## src/rtl/fp32mul_out_stage_if.sv

```systemverilog
// Handshake/bus bundle between the FP32 multiplier output stage and its neighbours.
// master = upstream producer/consumer side, slave = the output stage itself.
interface fp32mul_out_stage_if #(
    parameter int CNT_W = 8
);
    logic             in_valid;
    logic             in_ready;
    logic [31:0]      in_a;
    logic [31:0]      in_b;
    logic [31:0]      in_z;
    logic             out_valid;
    logic             out_ready;
    logic [31:0]      out_z;
    logic [4:0]       out_flags;
    logic             clr_sticky;
    logic [4:0]       sticky_flags;
    logic [CNT_W-1:0] nan_count;

    modport master (
        output in_valid, in_a, in_b, in_z, out_ready, clr_sticky,
        input  in_ready, out_valid, out_z, out_flags, sticky_flags, nan_count
    );

    modport slave (
        input  in_valid, in_a, in_b, in_z, out_ready, clr_sticky,
        output in_ready, out_valid, out_z, out_flags, sticky_flags, nan_count
    );
endinterface

```

## src/rtl/fp32mul_out_stage.sv

```systemverilog
// Registered output stage for the FP32 multiplier: classifies each product, optionally
// canonicalises NaNs, and delivers through a 2-entry skid buffer with sticky flags.
module fp32mul_out_stage #(
    parameter int CANON_NAN = 1,
    parameter int CNT_W     = 8
) (
    input  logic                clk,
    input  logic                rst_n,
    fp32mul_out_stage_if.slave  bus
);
    typedef struct packed {
        logic [31:0] z;
        logic [4:0]  flags;  // {invalid, nan, inf, zero, denorm}
    } entry_t;

    localparam logic [31:0] QNAN = 32'h7fc0_0000;

    function automatic logic is_inf(input logic [31:0] v);
        return (v[30:23] == 8'hff) && (v[22:0] == 23'd0);
    endfunction

    function automatic logic is_zero(input logic [31:0] v);
        return (v[30:23] == 8'h00) && (v[22:0] == 23'd0);
    endfunction

    function automatic logic is_snan(input logic [31:0] v);
        return (v[30:23] == 8'hff) && (v[22:0] != 23'd0) && !v[22];
    endfunction

    entry_t           hd_q, hd_d, tl_q, tl_d, new_e;
    logic [1:0]       occ_q, occ_d;
    logic [4:0]       sticky_q, sticky_d;
    logic [CNT_W-1:0] cnt_q, cnt_d, cnt_base;
    logic             push, pop, z_nan, z_inf, z_zero, z_den, invalid;

    always_comb begin
        z_nan   = (bus.in_z[30:23] == 8'hff) && (bus.in_z[22:0] != 23'd0);
        z_inf   = is_inf(bus.in_z);
        z_zero  = is_zero(bus.in_z);
        z_den   = (bus.in_z[30:23] == 8'h00) && (bus.in_z[22:0] != 23'd0);
        invalid = (is_inf(bus.in_a) && is_zero(bus.in_b)) || (is_zero(bus.in_a) && is_inf(bus.in_b))
                  || is_snan(bus.in_a) || is_snan(bus.in_b);
        new_e.flags = {invalid, z_nan, z_inf, z_zero, z_den};
        // Flags always reflect the raw product; only the stored value is canonicalised.
        new_e.z     = ((CANON_NAN != 0) && z_nan) ? QNAN : bus.in_z;

        push = bus.in_valid && (occ_q != 2'd2);
        pop  = (occ_q != 2'd0) && bus.out_ready;

        hd_d  = hd_q;
        tl_d  = tl_q;
        occ_d = occ_q + {1'b0, push} - {1'b0, pop};
        // Head only changes when it is refilled, so out_z holds its last value when empty.
        if (pop) begin
            if (occ_q == 2'd2)  hd_d = tl_q;
            else if (push)      hd_d = new_e;
        end else if (push) begin
            if (occ_q == 2'd0)  hd_d = new_e;
            else                tl_d = new_e;
        end

        sticky_d = (bus.clr_sticky ? 5'd0 : sticky_q) | (pop ? hd_q.flags : 5'd0);
        cnt_base = bus.clr_sticky ? '0 : cnt_q;
        cnt_d    = cnt_base;
        if (pop && hd_q.flags[3] && (cnt_base != {CNT_W{1'b1}}))
            cnt_d = cnt_base + 1'b1;
    end

    always_ff @(posedge clk or negedge rst_n) begin
        if (!rst_n) begin
            hd_q     <= '0;
            tl_q     <= '0;
            occ_q    <= 2'd0;
            sticky_q <= 5'd0;
            cnt_q    <= '0;
        end else begin
            hd_q     <= hd_d;
            tl_q     <= tl_d;
            occ_q    <= occ_d;
            sticky_q <= sticky_d;
            cnt_q    <= cnt_d;
        end
    end

    assign bus.in_ready     = (occ_q != 2'd2);
    assign bus.out_valid    = (occ_q != 2'd0);
    assign bus.out_z        = hd_q.z;
    assign bus.out_flags    = hd_q.flags;
    assign bus.sticky_flags = sticky_q;
    assign bus.nan_count    = cnt_q;
endmodule

```

## src/flat_wrapper.sv

```systemverilog
// flat-port wrapper written by rule: the top's interface ports become plain ports
module fp32mul_out_stage_flat 
#(
    parameter int CANON_NAN = 1,
    parameter int CNT_W     = 8
)
  (clk, rst_n, bus_in_valid, bus_in_a, bus_in_b, bus_in_z, bus_out_ready, bus_clr_sticky, bus_in_ready, bus_out_valid, bus_out_z, bus_out_flags, bus_sticky_flags, bus_nan_count);
  fp32mul_out_stage_if #(.CNT_W(CNT_W)) bus_i ();
  input  logic clk;
  input  logic rst_n;
  input wire logic [$bits(bus_i.in_valid)-1:0] bus_in_valid;
  input wire logic [$bits(bus_i.in_a)-1:0] bus_in_a;
  input wire logic [$bits(bus_i.in_b)-1:0] bus_in_b;
  input wire logic [$bits(bus_i.in_z)-1:0] bus_in_z;
  input wire logic [$bits(bus_i.out_ready)-1:0] bus_out_ready;
  input wire logic [$bits(bus_i.clr_sticky)-1:0] bus_clr_sticky;
  output wire logic [$bits(bus_i.in_ready)-1:0] bus_in_ready;
  output wire logic [$bits(bus_i.out_valid)-1:0] bus_out_valid;
  output wire logic [$bits(bus_i.out_z)-1:0] bus_out_z;
  output wire logic [$bits(bus_i.out_flags)-1:0] bus_out_flags;
  output wire logic [$bits(bus_i.sticky_flags)-1:0] bus_sticky_flags;
  output wire logic [$bits(bus_i.nan_count)-1:0] bus_nan_count;
  assign bus_i.in_valid = bus_in_valid;
  assign bus_i.in_a = bus_in_a;
  assign bus_i.in_b = bus_in_b;
  assign bus_i.in_z = bus_in_z;
  assign bus_i.out_ready = bus_out_ready;
  assign bus_i.clr_sticky = bus_clr_sticky;
  assign bus_in_ready = bus_i.in_ready;
  assign bus_out_valid = bus_i.out_valid;
  assign bus_out_z = bus_i.out_z;
  assign bus_out_flags = bus_i.out_flags;
  assign bus_sticky_flags = bus_i.sticky_flags;
  assign bus_nan_count = bus_i.nan_count;
  fp32mul_out_stage #(.CANON_NAN(CANON_NAN), .CNT_W(CNT_W)) u_core (.clk(clk), .rst_n(rst_n), .bus(bus_i));
endmodule
```

## config.mk

```make
export PLATFORM = sky130hd
export DESIGN_NAME = fp32mul_out_stage_flat
export DESIGN_NICKNAME = d
export VERILOG_FILES = /design/src/rtl/fp32mul_out_stage_if.sv /design/src/rtl/fp32mul_out_stage.sv /design/src/flat_wrapper.sv
export SDC_FILE = /design/constraint.sdc
export NUM_CORES = 1
export LEC_CHECK = 0
export ABC_AREA = 1
export BUFFER_PORTS_ARGS = -buffer_cell sky130_fd_sc_hd__buf_2
export CAP_MARGIN = 0
export CORE_ASPECT_RATIO = 0.9
export CORE_MARGIN = 5
export CORE_UTILIZATION = 50
export CTS_BUF_LIST = sky130_fd_sc_hd__clkbuf_4 sky130_fd_sc_hd__clkbuf_8 sky130_fd_sc_hd__clkbuf_16
export DETAILED_ROUTE_END_ITERATION = 12
export GPL_ROUTABILITY_DRIVEN = 1
export PLACE_DENSITY = 0.82
export SETUP_SLACK_MARGIN = 0.05
export SLEW_MARGIN = 20
export SYNTH_ARGS = -nofsm -noshare
export SYNTH_HDL_FRONTEND = slang
export SYNTH_SLANG_ARGS = --single-unit
```

## constraint.sdc

```tcl
create_clock -name clk -period 2.6 [get_ports clk]
set_input_delay 0.78 -clock clk [delete_from_list [all_inputs] [get_ports clk]]
set_output_delay 0.78 -clock clk [all_outputs]
set_load 0.005 [all_outputs]
```

==> out/results.ini, run 1 <==
[worst_setup_path]
slowest_stage = dfrtp_1
path_cells = nor2_4, inv_2, buf_2
cp_top_family = flip-flops
criticalPathCategory = flip-flop to output pin
slowest_delay_ns = 0.43
critPathLaunchType = flip-flop
cp.arrival_ns = 1.23
crit_path_max_fanout = 4
worstSetupEndpointType = output pin
critical_path_buf_inv_count = 2
worstPathRequired_ns = 1.82

[floorplanning]
io_pins = 153
rows = 32
fp.dieH_um = 100
die-area_um2 = 11000
core_region_area_um2 = 8690
fp.dieW_um = 110
start_util = 0.520

[cells_and_area]
seq_area_um2 = 2230
antenna_cells = 0
syn_to_final_growth_pct = 23.5
fillers = 756
final_common_cell = nand2_1
multi_input_area_um2 = 2000
post-route-util = 0.642
drive_above_1_share = 0.281
final_cell_mix = 165 x nand2_1, 149 x buf_2, 89 x dfrtp_1
nets = 819

[clocking]
cts-buffers-inserted = 9
cts_setup_buffers = 0
clock-sinks = 89
clockBufferDepth = 2
clock_latency_ns = 0.35
cts.clk_slew.worst_paths_ns = 0.09
root_buffer = clkbuf_8
postCtsResizedCells = 0
cts_hold_buffers = 0
cts_tree = done
htreeDepth = 3

[synth]
synth_seq_cells = 89
ys_warn_count = 0
synthTopCellsByArea = dfrtp_1 49%, nand2_1 14%, nor2_1 6.4%
synth_area_per_cell_um2 = 7.90
synth_top_area_share = 0.493
yosysTopAreaCell = dfrtp_1
synth_area_um2 = 4520
ys_seq_area_frac = 0.493
syn-num-nets = 676
ys_types = 31
syn_inst = 572

[timing]
finalClockSkew_ns = 0.0123
slew_headroom = 0.585
rsz0062_at_grt = no
setup_viol = 0
tightest_slew_ns = 0.622
fin_crit_sh = 0.772
fin_setup_tns_ns = 0
final_hold_viol_count = 0
fmax_mhz = 498
setup_ws_ns = 0.592
slew_violations = 0
layout_min_cycle_time_ns = 2.01

[placement]
io_buffer_count = 150
place_hpwl_um = 8330
gp_congestion = 0.833
place_ws_ns = 0.285

[pwr]
peakVddDrop_mv = 0.519
power_density_nw_per_um2 = 942
switching_share = 0.360
comb_power_share = 0.344
p_sw_w = 0.00189
power.leakage_nw = 2.86
clkPwrFrac = 0.220
p_int_w = 0.00336
p_seq_frac = 0.436

[global_routing]
grt_overflow = 0
gr-usage-all-layers = 0.219
antenna_found_initial = 0
grt_pass1_vias = 4239
grt_first_pass_wirelength_um = 19500
grt_max_degree = 50

[routing]
first_iter_violations = 325
drt_first_pass_iters = 4
avgRoutedWirePerCell_um = 14.0
vias_per_cell = 5.15
wl_um = 11700
ant_nets = 0
vias = 4322
drc = 0

[run_status]
status = completed

[worst_hold_path]
holdCritPathClass = primary input to async pin

[run]
maxCapViolCount = 0

state kept, by name, summed over array words and instances (netlist names):
name                     flops
u_core.bus.out_flags         5
u_core.bus.out_z            32
u_core.bus.sticky_flags      5
u_core.tl_q                 37
u_core.bus.nan_count         8
u_core.occ_q                 2
synthesized netlist by cell type:
library cell	number
a21oi_1	32
a22o_1	4
a31oi_1	1
and2_1	1
buf_2	8
buf_4	7
buf_6	6
clkbuf_1	5
clkinv_1	1
dfrtp_1	89
ha_1	3
inv_1	23
inv_2	9
nand2_1	165
nand2_2	5
nand3_1	32
nand3_2	2
nand4_1	5
nor2_1	77
nor2_2	3
nor2_4	1
nor2_8	1
nor3_1	1
nor3_2	3
o211ai_2	3
o21a_1	2
o21ai_0	54
o21ai_1	19
o21ai_2	1
xnor2_1	5
xor2_1	4
layer usage:
metal / routed length (um) / track usage / vias up
met5: 0 / 0 / -
met4: 89 / 0.0578 / 0
met3: 752 / 0.0437 / 8
met2: 5940 / 0.379 / 128
met1: 4940 / 0.279 / 2045
li1: - / - / 2141
final timing paths:
path                       slack (ns)                         startpoint                                  end  cells after the start
setup / recovery                 0.59          u_core.occ_q[0]$_DFF_PN0_                         bus_in_ready                      3
hold / removal                   0.41                              rst_n     u_core.bus.out_z[31]$_DFFE_PN0P_                      1
setup reg to reg                 0.82  u_core.bus.nan_count[0]$_DFF_PN0_    u_core.bus.nan_count[4]$_DFF_PN0_                     10
hold reg to reg                  0.48        u_core.tl_q[11]$_DFFE_PN0P_          u_core.tl_q[11]$_DFFE_PN0P_                      2
max in group asynchronous        1.54                              rst_n  u_core.bus.out_flags[4]$_DFFE_PN0P_                      2
min in group clk                 0.48        u_core.tl_q[11]$_DFFE_PN0P_          u_core.tl_q[11]$_DFFE_PN0P_                      2
through the flow:
stage / instances / hold WS (ns) / power [W] / area [um^2]
floorplan: 572 / 0.442 / 0.00338 / 4520
global placement: 823 / 0.457 / 0.00404 / 5330
detailed placement: 823 / 0.460 / 0.00413 / 5330
CTS: 839 / 0.420 / 0.00530 / 5580
global route: 839 / 0.424 / 0.00568 / 5580
finish: 839 / 0.410 / 0.00525 / 5580
kinds of logic (layout without fill, tap and decap cells):
kind of cell,Yosys count,in the layout,synth area share
AO/OA/AOI/OAI,116,116,0.139
XOR/XNOR,9,9,0.0175
flip-flops,89,89,0.493
buffers and inverters,59,207,0.0670
AND/OR/NAND/NOR,296,296,0.275
adder cells (fa/ha/maj),3,3,0.00831
worst register-to-register path, stage by stage (launching register included):
cell and delay, ns:
dfrtp_1 0.36, inv_1 0.06, nor2_1 0.21, ha_1 0.24, nand3_1 0.14, nor3_2 0.15, nand3_1 0.13, nand2_2 0.12
inv_2 0.09, nand2_1 0.07, o21ai_0 0.08
power by group through the flow:
stage               combinational [W]  clock [W]  sequential [W]
finish                        0.00181    0.00116         0.00229
global route                  0.00207    0.00125         0.00236
CTS                           0.00184    0.00118         0.00229
detailed placement            0.00182          0         0.00231
global placement              0.00176          0         0.00228
floorplan                     0.00110          0         0.00228
area by class of cell:
type	count	share of cell area
Tap cell	119	0.0267
Timing Repair Buffer	158	0.148
Clock buffer	10	0.0247
Clock inverter	6	0.0202
Multi-Input combinational cell	424	0.359
Inverter	33	0.0222
Sequential cell	89	0.399
(Power assumes the default switching activity.)
==> run 2, diff against run 1 <==
Settings changed: ABC_AREA 1 to 0, CORE_UTILIZATION 50 to 45, PLACE_DENSITY 0.82 to 0.8.
Clock period 2.6 ns to 1.65 ns, I/O delays scaled along.
==> out/results.ini, run 2 <==
[run_status]
status = finished, violations left
violations = setup timing

[routing]
drt_first_pass_iters = 5
wl_um = 14600
drc = 0
vias_per_cell = 5.71
avgRoutedWirePerCell_um = 18.6
vias = 4483
ant_nets = 0
first_iter_violations = 270

[cells_and_area]
final_cell_mix = 136 x buf_2, 89 x nand2_1, 89 x dfrtp_1
post-route-util = 0.722
top_register = u_core.tl_q
final_common_cell = buf_2
largest_reg_flops = 37
syn_to_final_growth_pct = 57.3
fillers = 629
nets = 761
drive_above_1_share = 0.494

[floorplanning]
fp.dieW_um = 111
rows = 33
start_util = 0.459
io_pins = 153
core_region_area_um2 = 9040
fp.dieH_um = 101
die-area_um2 = 11200

[placement]
gp_congestion = 0.851
io_buffer_count = 150
place_hpwl_um = 8800

[synth]
ys_warn_count = 0
synth_edf_count = 0
synth_area_um2 = 4150
synth_seq_cells = 89
ys_seq_area_frac = 0.537
synthArstFlopShare = 1.00
synthTopCellsByArea = dfrtp_1 54%, nand2_1 9.9%, a31oi_1 5.3%
synth.most_common_cell = nand2_1
syn_inst = 464
yosysTopAreaCell = dfrtp_1
synth_top_area_share = 0.537
synth_area_per_cell_um2 = 8.94
synth_commonest_cells = 109 x nand2_1, 89 x dfrtp_1, 40 x nor2_1, 35 x a31oi_1, 35 x o21ai_0
syn-num-nets = 568
ys.flop_type = dfrtp_1
ys_types = 39

[clocking]
root_buffer = clkbuf_8
clock-sinks = 89
clockBufferDepth = 2
htreeDepth = 3
clock_latency_ns = 0.36
cts.clk_slew.worst_paths_ns = 0.09
cts_tree = done
cts-buffers-inserted = 9

[global_routing]
grt_overflow = 0
grtUsageMet3 = 0.0498
met1_usage = 0.250
grt_max_degree = 53
grt-busiest-layer = met2
grt_pass1_vias = 4283
grt_first_pass_wirelength_um = 19500
met2_usage = 0.380
gr-usage-all-layers = 0.212
antenna_found_initial = 0

[worst_setup_path]
crit_start = bus_in_z[13]
r2r-start = u_core.occ_q[1]$_DFF_PN0_
slowest_delay_ns = 0.33
criticalPathCategory = primary input to flip-flop
worstPathRequired_ns = 1.92
critical_path_buf_inv_count = 3
crit_top_cell = buf_6
crit_path_max_fanout = 6
cp_top_family = simple AND/OR/NAND/NOR gates
slowest_stage = nor3_1
worstSetupEndpointType = flip-flop
cp.arrival_ns = 2.11
critPathLaunchType = primary input
path_cells = buf_2, nor3_1, nand4_1, o21ai_4, buf_6, buf_6, nand2_1, o21ai_1

[timing]
setup_viol = 59
setup_ws_ns = -0.198
tightest_slew_ns = 0.389
fin_setup_tns_ns = -5.79
fin_crit_sh = 1.12
finalClockSkew_ns = 0.0129
final_hold_viol_count = 0
slew_violations = 0
layout_min_cycle_time_ns = 1.85
rsz0062_at_grt = yes
slew_headroom = 0.741
fmax_mhz = 541

[pwr]
power.leakage_nw = 3.06
switching_share = 0.361
p_int_w = 0.00572
peakVddDrop_mv = 0.606
p_seq_frac = 0.413
clkPwrFrac = 0.172
p_sw_w = 0.00323
power_density_nw_per_um2 = 1370
comb_power_share = 0.415

[run]
maxCapViolCount = 0

[worst_hold_path]
holdCritPathClass = primary input to async pin

[run 2: cell types whose count changed after synthesis, moves of 9 or more]
cell      previous run  this run
o21ai_0             54        35
inv_2                9         0
nand2_1            165       109
o21ai_1             19         2
inv_1               23         9
mux2_2               0         9
clkbuf_1             5        18
a31oi_1              1        35
nor2_1              77        40
a21oi_1             32         1
nor4_1               0        20
[run 2: kinds of logic after synthesis]
family | Yosys count | share of synthesized area
simple gates | 231 | 0.251
buf+inv | 38 | 0.0377
xor+xnor | 9 | 0.0190
compound gates | 84 | 0.119
flops | 89 | 0.537
fa+ha+maj | 3 | 0.00905
mux | 10 | 0.0268
[run 2: path summary, 6_finish.rpt]
path                                                    endpoint  slack, ns  depth (start not counted)
min in group clk                      u_core.tl_q[5]$_DFFE_PN0P_       0.39                          3
worst min-delay path            u_core.bus.out_z[10]$_DFFE_PN0P_       0.05                          1
worst min register to register       u_core.tl_q[21]$_DFFE_PN0P_       0.49                          2
worst max register to register         u_core.occ_q[1]$_DFF_PN0_      -0.03                          7
max in group asynchronous             u_core.tl_q[6]$_DFFE_PN0P_       1.04                          2
worst max-delay path                 u_core.tl_q[23]$_DFFE_PN0P_      -0.20                          8
[run 2: worst register-to-register path, stage by stage, from the launching register on]
cell     delay [ns]
dfrtp_1        0.42
buf_4          0.16
o21a_2         0.25
ha_4           0.26
inv_1          0.04
ha_2           0.18
xnor2_2        0.13
xnor2_1        0.13
[run 2: what timing repair did]
item | in CTS | in global routing
endpoints found under the setup margin | 65 | 72
cloned | 1 | 8
setup buffers | 3 | 10
resized for setup | 30 | 118
hold buffers | 0 | 0
pin swaps | 18 | 94
endpoints found under the hold margin | 0 | 0
[run 2: layer usage]
layer	wire length, um	vias up
li1	-	2021
met1	5570	2179
met2	7590	244
met3	1030	39
met4	432	0
met5	0	-
[run 2: metrics by stage]
| step | setup slack [ns] | std cells | hold slack, ns | total power (W) | area, um^2 |
|---|---|---|---|---|---|
| 3_5_place_dp | -0.481 | 746 | 0.442 | 0.00659 | 5470 |
| 2_1_floorplan | -0.0911 | 464 | 0.199 | 0.00509 | 4270 |
| 4_1_cts | -0.0557 | 766 | 0.0657 | 0.00835 | 5860 |
| 5_1_grt | -0.219 | 784 | 0.0574 | 0.00947 | 6530 |
| 6_report | -0.198 | 785 | 0.0543 | 0.00895 | 6530 |
| 3_3_place_gp | -0.452 | 746 | 0.434 | 0.00639 | 5470 |
[run 2: power groups by stage]
| stage | Sequential, W | Combinational [W] | Clock, W |
|---|---|---|---|
| floorplan | 0.00362 | 0.00147 | 0 |
| global placement | 0.00363 | 0.00276 | 0 |
| detailed placement | 0.00371 | 0.00289 | 0 |
| CTS | 0.00366 | 0.00315 | 0.00154 |
| global route | 0.00380 | 0.00402 | 0.00166 |
| finish | 0.00370 | 0.00371 | 0.00154 |
[run 2: layout make-up]
class	count	area, um^2	share of cell area
clock inverters	4	52.6	0.00805
diodes	1	2.50	0.000383
clock buffers	12	153	0.0234
repair buffers	211	1590	0.243
inverters	9	33.8	0.00518
multi-input cells	337	2320	0.355
well taps	122	153	0.0234
flip-flops and latches	89	2230	0.341
